`config.mk`:
```
export PLATFORM = sky130hd
export DESIGN_NAME = lisa_rx_ctrl_flat
export DESIGN_NICKNAME = d
export VERILOG_FILES = /design/src/rtl/lisa_pkg.sv /design/src/rtl/lisa_rx_ctrl_if.sv /design/src/rtl/lisa_sync_fifo.sv /design/src/rtl/lisa_rx_ctrl.sv /design/src/flat_wrapper.sv
export SDC_FILE = /design/constraint.sdc
export NUM_CORES = 1
export LEC_CHECK = 0
export CORE_MARGIN = 4
export CORE_UTILIZATION = 55
export CTS_CLUSTER_DIAMETER = 30
export DETAILED_ROUTE_END_ITERATION = 10
export PLACE_DENSITY_LB_ADDON = 0.3
export SYNTH_ARGS = -nofsm -noshare
export SYNTH_HDL_FRONTEND = slang
export SYNTH_SLANG_ARGS = --single-unit
```
`constraint.sdc`:
```
create_clock -name clk -period 2.19 [get_ports clk]
set_input_delay 0.438 -clock clk [delete_from_list [all_inputs] [get_ports clk]]
set_output_delay 0.438 -clock clk [all_outputs]
set_load 0.03 [all_outputs]
```
`src/rtl/lisa_pkg.sv`:
```
// lisa_pkg: shared types and constants for the Lisa receive-side controller.
//   LISA_DIV_W        width of the baud divisor and its down-counter
//   LISA_DIV_DEFAULT  divisor loaded out of reset
//   rxc_state_t       drain handshake state
package lisa_pkg;

   localparam int unsigned LISA_DIV_W = 16;
   localparam logic [LISA_DIV_W-1:0] LISA_DIV_DEFAULT = 16'd26;

   typedef enum logic [1:0] {
      IDLE,
      RD,
      WAIT
   } rxc_state_t;

endpackage

```
`src/rtl/lisa_rx_ctrl_if.sv`:
```
// lisa_rx_ctrl_if: host-side receive channel (FIFO head with valid/ready).
//   rx_data   head byte of the receive FIFO
//   rx_valid  FIFO not empty
//   rx_ready  host pops the head when rx_valid & rx_ready
//   fifo_cnt  current FIFO occupancy
// master: the controller driving the channel; slave: the host consuming it.
interface lisa_rx_ctrl_if #(
   parameter int unsigned DEPTH = 4
) ();

   localparam int unsigned CW = $clog2(DEPTH) + 1;

   logic [7:0]    rx_data;
   logic          rx_valid;
   logic          rx_ready;
   logic [CW-1:0] fifo_cnt;

   modport master (
      output rx_data,
      output rx_valid,
      output fifo_cnt,
      input  rx_ready
   );

   modport slave (
      input  rx_data,
      input  rx_valid,
      input  fifo_cnt,
      output rx_ready
   );

endinterface

```
`src/rtl/lisa_sync_fifo.sv`:
```
// lisa_sync_fifo: small synchronous FIFO with a registered head output.
//   clk, rst  clock, synchronous active-high reset
//   push      write request for wdata
//   ready     pop request; honoured only while valid
//   rdata     head entry; holds the last head once the FIFO drains
//   valid     FIFO not empty
//   cnt       occupancy
//   drop      push refused because the FIFO is full and not popping
module lisa_sync_fifo #(
   parameter int unsigned DEPTH = 4,
   parameter int unsigned WIDTH = 8
) (
   input  logic                   clk,
   input  logic                   rst,
   input  logic                   push,
   input  logic [WIDTH-1:0]       wdata,
   input  logic                   ready,
   output logic [WIDTH-1:0]       rdata,
   output logic                   valid,
   output logic [$clog2(DEPTH):0] cnt,
   output logic                   drop
);

   localparam int unsigned AW = $clog2(DEPTH);
   localparam int unsigned CW = AW + 1;
   localparam logic [CW-1:0] FULL_CNT = CW'(DEPTH);
   localparam logic [CW-1:0] ONE_CNT  = CW'(1);

   logic [WIDTH-1:0] mem [DEPTH];
   logic [AW-1:0]    wr_ptr;
   logic [AW-1:0]    rd_ptr;
   logic [AW-1:0]    rd_ptr_nxt;
   logic             full;
   logic             do_pop;
   logic             do_push;

   assign valid      = (cnt != '0);
   assign full       = (cnt == FULL_CNT);
   assign do_pop     = valid & ready;
   // A pop frees the slot the push needs, so full+pop still accepts.
   assign do_push    = push & (~full | do_pop);
   assign drop       = push & full & ~do_pop;
   assign rd_ptr_nxt = rd_ptr + AW'(1);

   always_ff @(posedge clk) begin
      if (do_push) begin
         mem[wr_ptr] <= wdata;
      end
   end

   always_ff @(posedge clk) begin
      if (rst) begin
         wr_ptr <= '0;
         rd_ptr <= '0;
         cnt    <= '0;
         rdata  <= '0;
      end else begin
         if (do_push) begin
            wr_ptr <= wr_ptr + AW'(1);
         end
         if (do_pop) begin
            rd_ptr <= rd_ptr_nxt;
         end
         if (do_push & ~do_pop) begin
            cnt <= cnt + ONE_CNT;
         end else if (do_pop & ~do_push) begin
            cnt <= cnt - ONE_CNT;
         end
         // Head tracks the entry that will be at rd_ptr after this edge; the
         // incoming byte becomes head when it lands in an (effectively) empty FIFO.
         if (do_push & (~valid | (do_pop & (cnt == ONE_CNT)))) begin
            rdata <= wdata;
         end else if (do_pop & (cnt != ONE_CNT)) begin
            rdata <= mem[rd_ptr_nxt];
         end
      end
   end

endmodule

```
`src/rtl/lisa_rx_ctrl.sv`:
```
// lisa_rx_ctrl: receive-side controller for the Lisa 8N1 receiver.
//   clk, rst          clock, synchronous active-high reset
//   en                enables baud generation and new drains
//   cfg_we, cfg_div   divisor write strobe and value
//   baud_ref          one-cycle 16x oversample tick to the receiver
//   rx_d, rx_avail    receiver byte and data-available
//   rd                registered one-cycle read strobe to the receiver
//   host              host channel: FIFO head, valid/ready, occupancy
//   ovr, ovr_clr      sticky overrun flag and its clear
module lisa_rx_ctrl
   import lisa_pkg::*;
#(
   parameter int unsigned           DEPTH   = 4,
   parameter logic [LISA_DIV_W-1:0] DIV_RST = LISA_DIV_DEFAULT
) (
   input  logic                  clk,
   input  logic                  rst,
   input  logic                  en,
   input  logic                  cfg_we,
   input  logic [LISA_DIV_W-1:0] cfg_div,
   output logic                  baud_ref,
   input  logic [7:0]            rx_d,
   input  logic                  rx_avail,
   output logic                  rd,
   lisa_rx_ctrl_if.master        host,
   output logic                  ovr,
   input  logic                  ovr_clr
);

   // Baud generator
   logic [LISA_DIV_W-1:0] div_q;
   logic [LISA_DIV_W-1:0] cnt_q;
   logic [LISA_DIV_W-1:0] div_eff;

   // A zero divisor would pulse every cycle; clamp so the tick is never held high.
   assign div_eff  = (div_q == '0) ? LISA_DIV_W'(1) : div_q;
   assign baud_ref = ~rst & en & ~cfg_we & (cnt_q == '0);

   always_ff @(posedge clk) begin
      if (rst) begin
         div_q <= DIV_RST;
         cnt_q <= DIV_RST;
      end else if (cfg_we) begin
         div_q <= cfg_div;
         cnt_q <= cfg_div;
      end else if (!en) begin
         cnt_q <= div_q;
      end else if (cnt_q == '0) begin
         cnt_q <= div_eff;
      end else begin
         cnt_q <= cnt_q - LISA_DIV_W'(1);
      end
   end

   // Drain FSM
   rxc_state_t state_q;
   logic       push;
   logic       drop;

   // The byte is captured on the same edge that launches rd.
   assign push = (state_q == IDLE) & en & rx_avail;

   always_ff @(posedge clk) begin
      if (rst) begin
         state_q <= IDLE;
         rd      <= 1'b0;
      end else begin
         case (state_q)
            IDLE: begin
               if (en & rx_avail) begin
                  state_q <= RD;
                  rd      <= 1'b1;
               end
            end
            RD: begin
               state_q <= WAIT;
               rd      <= 1'b0;
            end
            WAIT: begin
               // Receiver must retire the byte before another read is issued.
               if (!rx_avail) begin
                  state_q <= IDLE;
               end
            end
            default: begin
               state_q <= IDLE;
               rd      <= 1'b0;
            end
         endcase
      end
   end

   // Overrun: set has priority over clear.
   always_ff @(posedge clk) begin
      if (rst) begin
         ovr <= 1'b0;
      end else if (drop) begin
         ovr <= 1'b1;
      end else if (ovr_clr) begin
         ovr <= 1'b0;
      end
   end

   lisa_sync_fifo #(
      .DEPTH (DEPTH),
      .WIDTH (8)
   ) u_fifo (
      .clk   (clk),
      .rst   (rst),
      .push  (push),
      .wdata (rx_d),
      .ready (host.rx_ready),
      .rdata (host.rx_data),
      .valid (host.rx_valid),
      .cnt   (host.fifo_cnt),
      .drop  (drop)
   );

endmodule

```
`src/flat_wrapper.sv`:
```
// flat-port wrapper written by rule: the top's interface ports become plain ports
module lisa_rx_ctrl_flat import lisa_pkg::*;
#(
   parameter int unsigned           DEPTH   = 4,
   parameter logic [LISA_DIV_W-1:0] DIV_RST = LISA_DIV_DEFAULT
)
  (clk, rst, en, cfg_we, cfg_div, baud_ref, rx_d, rx_avail, rd, ovr, ovr_clr, host_rx_data, host_rx_valid, host_fifo_cnt, host_rx_ready);
  lisa_rx_ctrl_if #(.DEPTH(DEPTH)) host_i ();
  input  logic clk;
  input  logic rst;
  input  logic en;
  input  logic cfg_we;
  input  logic [LISA_DIV_W-1:0] cfg_div;
  output logic baud_ref;
  input  logic [7:0] rx_d;
  input  logic rx_avail;
  output logic rd;
  output logic ovr;
  input  logic ovr_clr;
  output wire logic [$bits(host_i.rx_data)-1:0] host_rx_data;
  output wire logic [$bits(host_i.rx_valid)-1:0] host_rx_valid;
  output wire logic [$bits(host_i.fifo_cnt)-1:0] host_fifo_cnt;
  input wire logic [$bits(host_i.rx_ready)-1:0] host_rx_ready;
  assign host_rx_data = host_i.rx_data;
  assign host_rx_valid = host_i.rx_valid;
  assign host_fifo_cnt = host_i.fifo_cnt;
  assign host_i.rx_ready = host_rx_ready;
  lisa_rx_ctrl #(.DEPTH(DEPTH), .DIV_RST(DIV_RST)) u_core (.clk(clk), .rst(rst), .en(en), .cfg_we(cfg_we), .cfg_div(cfg_div), .baud_ref(baud_ref), .rx_d(rx_d), .rx_avail(rx_avail), .rd(rd), .host(host_i), .ovr(ovr), .ovr_clr(ovr_clr));
endmodule
```
==> results of run 1 <==
==> tightest hold or removal path, delay by kind of cell, from the launching register on <==
family	cells	cell delay, ns
AO/OA/AOI/OAI	1	0.06
AND/OR/NAND/NOR	1	0.06
flip-flops	1	0.32
==> routing by layer <==
metal  track usage [%]  vias up  routed length, microns
li1                  -     1265                       -
met5                 0        -                       0
met2              36.0       62                    3930
met4              8.53        0                     140
met1              25.5     1241                    3290
met3              4.47       10                     267
==> state kept, by name, summed over array words and instances (netlist names) <==
signal / count
u_core.u_fifo.cnt: 3
u_core.u_fifo.mem: 32
u_core.cnt_q: 16
u_core.u_fifo.rd_ptr: 2
u_core.rd: 1
u_core.ovr: 1
u_core.u_fifo.rdata: 8
u_core.div_q: 16
u_core.u_fifo.wr_ptr: 2
u_core.state_q: 2
==> metrics by stage <==
stage               instances  hold WS [ns]  area (sq um)  util (%)
floorplan                 314         0.450          3660         -
global placement          442         0.463          4350      67.7
detailed placement        442         0.465          4350      67.7
CTS                       458         0.480          4550      70.8
global route              459         0.516          4560      71.0
finish                    459         0.481          4560      71.0
==> layout by cell type (no fill, tap or decap), types with 10 or more instances in the layout <==
master and count:
nor2_1 34, clkdlybuf4s50_1 43, a21oi_1 17, mux2i_1 18, buf_4 16, edfxtp_1 32
dfxtp_1 48, nand2b_1 10, ha_1 11, nand2_1 21
==> where the power goes <==
| group | internal, uW | switching [uW] |
|---|---|---|
| registers | 1760 | 150 |
| clock network | 487 | 573 |
| logic | 604 | 652 |
==> kinds of logic after synthesis <==
logic type      after synthesis  share of synthesized area, %
fa+ha+maj                    11                          3.76
simple gates                109                          16.2
mux                          26                          9.85
flops                        83                          54.2
buf+inv                      21                          2.63
xor+xnor                     18                          4.31
compound gates               46                          9.06
==> cell type report <==
cell class	instances	area [sq um]
clock inverter	6	43.8
fill	459	1860
multi-input combinational	210	1590
timing repair buffer	66	671
inverter	7	26.3
tap	77	96.3
clock buffer	10	149
sequential	83	1990
==> worst min path at each step <==
stage	end	slack, ns	startpoint	depth (start not counted)
final	u_core.rd	0.48	u_core.rd	2
after global routing	u_core.rd	0.52	u_core.rd	2
after CTS	u_core.rd	0.48	u_core.rd	2
after detailed placement	u_core.rd	0.46	u_core.rd	2
after global placement	u_core.rd	0.46	u_core.rd	2
after floorplan	u_core.div_q[1]	0.45	u_core.div_q[1]	2
==> timing repair <==
action                                  in CTS  in global routing
setup buffers                                0                  1
pin swaps                                    1                  0
endpoints found under the setup margin       2                  1
gates resized for setup                      3                  2
==> impl_metrics.json, run 1 <==
{
  "syn_area_sq_um": 3660,
  "p_leak_uw": 0.00170,
  "cts-root-buf": "clkbuf_8",
  "hp-class": "flip-flop to flip-flop",
  "rows": 29,
  "globalRouteTotalUtil_pct": 20.9,
  "fin_tns_setup_ns": -0.0513,
  "critical_path_buf_inv_count": 1,
  "synth_commonest_cells": "51 x dfxtp_1, 34 x nor2_1, 32 x edfxtp_1",
  "violations": "setup timing",
  "final_net_count": 419,
  "period_minus_slack_ns": 2.24,
  "power_uw": 4230,
  "crit_arrival_ns": 1.80,
  "grt_pass1_wl_microns": 12500,
  "cap_violations": 0,
  "clock_sinks": 83,
  "netlist_instances": 314,
  "setup_viol": 1,
  "timing.fmax_mhz": 446,
  "r2r_start": "u_core.cnt_q[10]",
  "critPathLaunch": "u_core.cnt_q[10]",
  "wl_per_cell_microns": 16.6,
  "reg2reg_depth": 6,
  "die_x_microns": 89.6,
  "worstPathCellList": "or4_4 -> and2b_1 -> and3_4 -> buf_6",
  "place_congestion": 0.879,
  "synth.top_cell.area_share_pct": 27.9,
  "grt_pass1_vias": 2645,
  "synth_ff_type": "dfxtp_1",
  "r2r_slack_ns": 0.13,
  "cts_buffers": 9,
  "core_area_sq_um": 6420,
  "layout-drive-gt1-share_pct": 16.2,
  "post-dp-hpwl_microns": 5640,
  "clockBufferDepth": 2,
  "max_stage_delay_ns": 0.57,
  "syn_to_final_growth_pct": 24.6,
  "cts_tree": "built",
  "htreeDepth": 3,
  "gr-total-overflow": 0,
  "crit_path_start_kind": "flip-flop",
  "required_ns": 1.75,
  "synth_seq_area_share_pct": 54.2,
  "dr.pass1.iters": 4,
  "slew_headroom_pct": 62.3,
  "crit_cells": 4,
  "critPathCapture": "baud_ref",
  "wirelength_microns": 7630,
  "grt_max_degree": 20,
  "power_density_nw_per_um2": 927,
  "ant_nets": 0,
  "io_buffers": 45,
  "crit_family": "simple AND/OR/NAND/NOR gates",
  "slowest_stage": "or4_4",
  "clock_skew_ns": 0.0133,
  "clk_latency_ns": 0.35,
  "synth.most_common_cell": "dfxtp_1",
  "ys.warnings.count": 0,
  "hold_viol_final": 0,
  "irDropWorstVdd_mv": 0.676,
  "design.portCount": 46,
  "die_h_microns": 89.6,
  "fin_crit_sh_pct": 102,
  "slew_viol_final": 0,
  "synth-async-reset-ratio_pct": 0,
  "yosysUniqueCellTypes": 46,
  "place_ws_ns": 0.0155,
  "synth_fp_nets": 356,
  "synth-edff-count": 32,
  "viasPerCell": 5.62,
  "drtIter0Drc": 92,
  "rsz0062_at_grt": "true",
  "status": "finished, violations left",
  "drc": 0,
  "timing.rr.end": "u_core.cnt_q[12]",
  "dieArea_sq_um": 8020,
  "worst_slack_ns": -0.0513,
  "ys_seq_elements": 83,
  "syn-mean-instance-area_sq_um": 11.7,
  "start_util_pct": 57.0,
  "antenna_cells": 0,
  "max_slew.worst_pin.slew_ns": 0.564,
  "critPathMaxFanout": 5,
  "end_kind": "primary output",
  "yosys.area.top_type": "dfxtp_1",
  "antenna_found_initial": 0,
  "yosys-top-cells-area": "dfxtp_1 28%, edfxtp_1 26%, mux2i_1 4.9%",
  "clk_pin_slew_ns": 0.09,
  "path_class": "flip-flop to primary output",
  "postCtsHoldBufs": 0,
  "via_count": 2578
}
(Power assumes the default switching activity.)
==> inputs of run 2 (changes only) <==
--- a/config.mk
+++ b/config.mk
@@ -10,6 +10,7 @@
 export CTS_CLUSTER_DIAMETER = 30
 export DETAILED_ROUTE_END_ITERATION = 10
 export PLACE_DENSITY_LB_ADDON = 0.3
+export SETUP_SLACK_MARGIN = 0.3
 export SYNTH_ARGS = -nofsm -noshare
 export SYNTH_HDL_FRONTEND = slang
 export SYNTH_SLANG_ARGS = --single-unit
==> constraint.sdc (replaced) <==
create_clock -name clk -period 2.19 [get_ports clk]
set_input_delay 0.438 -clock clk [delete_from_list [all_inputs] [get_ports clk]]
set_output_delay 0.438 -clock clk [all_outputs]
set_load 0.05 [all_outputs]
==> impl_metrics.json, run 2 (synthesized netlist as in run 1, its figures left out) <==
{
  "finish.instance_area_sq_um": 4690,
  "io_buffers": 45,
  "critPathMaxFanout": 2,
  "clock_skew_ns": 0.0137,
  "final_net_count": 420,
  "reg_top3": "u_core.u_fifo.mem x32, u_core.cnt_q x16, u_core.div_q x16",
  "dr.pass1.iters": 4,
  "violations": "setup timing",
  "setup_viol": 1,
  "layout-drive-gt1-share_pct": 21.1,
  "cts_tree": "built",
  "htreeDepth": 3,
  "fin_crit_sh_pct": 102,
  "status": "finished, violations left",
  "slowest_stage": "or4_4",
  "path_class": "flip-flop to primary output",
  "viasPerCell": 5.60,
  "design.portCount": 46,
  "crit_arrival_ns": 1.79,
  "power_density_nw_per_um2": 943,
  "globalRouteTotalUtil_pct": 20.9,
  "slew_headroom_pct": 64.0,
  "grtUsageMet2_pct": 35.8,
  "use_met1_pct": 25.2,
  "clk_latency_ns": 0.36,
  "hp-class": "flip-flop to flip-flop",
  "hold_end": "u_core.rd",
  "timing.rr.end": "u_core.cnt_q[5]",
  "syn_to_final_growth_pct": 28.3,
  "postCtsHoldBufs": 0,
  "rows": 29,
  "wl_per_cell_microns": 16.7,
  "irDropWorstVdd_mv": 0.734,
  "core_area_sq_um": 6420,
  "drc": 0,
  "place_congestion": 0.818,
  "largest_reg_flops": 32,
  "final_cell_mix": "46 x dfxtp_1, 33 x nor2_1, 32 x edfxtp_1, 30 x clkdlybuf4s50_1, 20 x nand2_1",
  "cap_violations": 0,
  "gr-usage-met3_pct": 6.66,
  "grt_pass1_vias": 2635,
  "hold_depth": 2,
  "post-dp-hpwl_microns": 5390,
  "crit_path_start_kind": "flip-flop",
  "max_slew.worst_pin.slew_ns": 0.539,
  "cts-root-buf": "clkbuf_8",
  "worst_slack_ns": -0.0356,
  "ant_nets": 0,
  "r2r_start": "u_core.cnt_q[7]",
  "die_x_microns": 89.6,
  "antenna_cells": 0,
  "worstPathCellList": "or4_4 -> and2b_1 -> and3_4 -> buf_12",
  "r2r_slack_ns": 0.04,
  "min_from": "u_core.rd",
  "die_h_microns": 89.6,
  "slew_viol_final": 0,
  "period_minus_slack_ns": 2.23,
  "holdWs_ns": 0.475,
  "clockBufferDepth": 2,
  "hold_viol_final": 0,
  "dpl_cell_area_sq_um": 4380,
  "clk_pin_slew_ns": 0.10,
  "gr-total-overflow": 0,
  "required_ns": 1.75,
  "via_count": 2577,
  "grt_max_degree": 35,
  "cts_buffers": 9,
  "reg2reg_depth": 7,
  "start_util_pct": 57.0,
  "wirelength_microns": 7670,
  "p_leak_uw": 0.00179,
  "max_stage_delay_ns": 0.54,
  "final_common_cell": "dfxtp_1",
  "dieArea_sq_um": 8020,
  "clock_sinks": 83,
  "regMostFlops": "u_core.u_fifo.mem",
  "antenna_found_initial": 0,
  "drtIter0Drc": 144,
  "timing.fmax_mhz": 449,
  "rsz0062_at_grt": "true",
  "grt-busiest-layer": "met2",
  "grt_pass1_wl_microns": 12600,
  "end_kind": "primary output"
}
[run 2: what timing repair did]
item	4_1_cts	5_1_grt
setup endpoints to repair	21	55
pin swaps	11	5
setup buffers	4	0
resized for setup	29	7
[run 2: final cells by class]
class | count | area (sq um)
Sequential cell | 83 | 1990
Fill cell | 423 | 1730
Multi-Input combinational cell | 210 | 1710
Timing Repair Buffer | 67 | 677
Clock buffer | 9 | 124
Tap cell | 77 | 96.3
Clock inverter | 7 | 71.3
Inverter | 7 | 26.3
[run 2: worst max-delay path by stage]
stage | slack (ns) | to | cells past startpoint | start
after global placement | 0.01 | u_core.u_fifo.mem[2][0] | 6 | en
after floorplan | 0.32 | u_core.cnt_q[10] | 6 | u_core.cnt_q[7]
after global routing | -0.1 | baud_ref | 4 | u_core.cnt_q[7]
after CTS | -0.04 | baud_ref | 4 | u_core.cnt_q[10]
after detailed placement | -0.02 | u_core.u_fifo.mem[1][1] | 6 | en
final | -0.04 | baud_ref | 4 | u_core.cnt_q[7]
[run 2: worst max-delay path: cells and delay by family, from the launching register on]
family	cells	cell delay, ns
buf+inv	1	0.13
simple gates	3	0.96
flops	1	0.34
[run 2: stage by stage]
stage          util [%]  worst slack [ns]  cells  setup TNS [ns]  power (uW)
2_1_floorplan         -             0.315    314               0        2920
3_3_place_gp       68.2            0.0106    440               0        3310
3_5_place_dp       68.2           -0.0152    440          -0.266        3350
4_1_cts            72.5           -0.0364    460         -0.0364        4410
5_1_grt            73.1           -0.0964    460         -0.0964        4690
6_report           73.1           -0.0356    460         -0.0356        4430
[run 2: power breakdown]
part | internal, uW | switching (uW) | leakage (uW)
Sequential | 1770 | 144 | 0.000713
Clock | 456 | 641 | 0.000103
Combinational | 576 | 842 | 0.000974
[run 2: metal layers]
| metal | vias up | part of all wire [%] |
|---|---|---|
| li1 | 1270 | - |
| met1 | 1244 | 42 |
| met2 | 51 | 52 |
| met3 | 12 | 3.8 |
| met4 | 0 | 1.4 |
| met5 | - | 0 |
==> inputs of run 3 (changes only) <==
--- a/config.mk
+++ b/config.mk
@@ -5,10 +5,12 @@
 export SDC_FILE = /design/constraint.sdc
 export NUM_CORES = 1
 export LEC_CHECK = 0
+export CAP_MARGIN = 10
 export CORE_MARGIN = 4
 export CORE_UTILIZATION = 55
 export CTS_CLUSTER_DIAMETER = 30
 export DETAILED_ROUTE_END_ITERATION = 10
+export GPL_TIMING_DRIVEN = 1
 export PLACE_DENSITY_LB_ADDON = 0.3
 export SETUP_SLACK_MARGIN = 0.3
 export SYNTH_ARGS = -nofsm -noshare
==> results of run 3 <==
Final layout, timing and power as in run 2 (identical DEF).
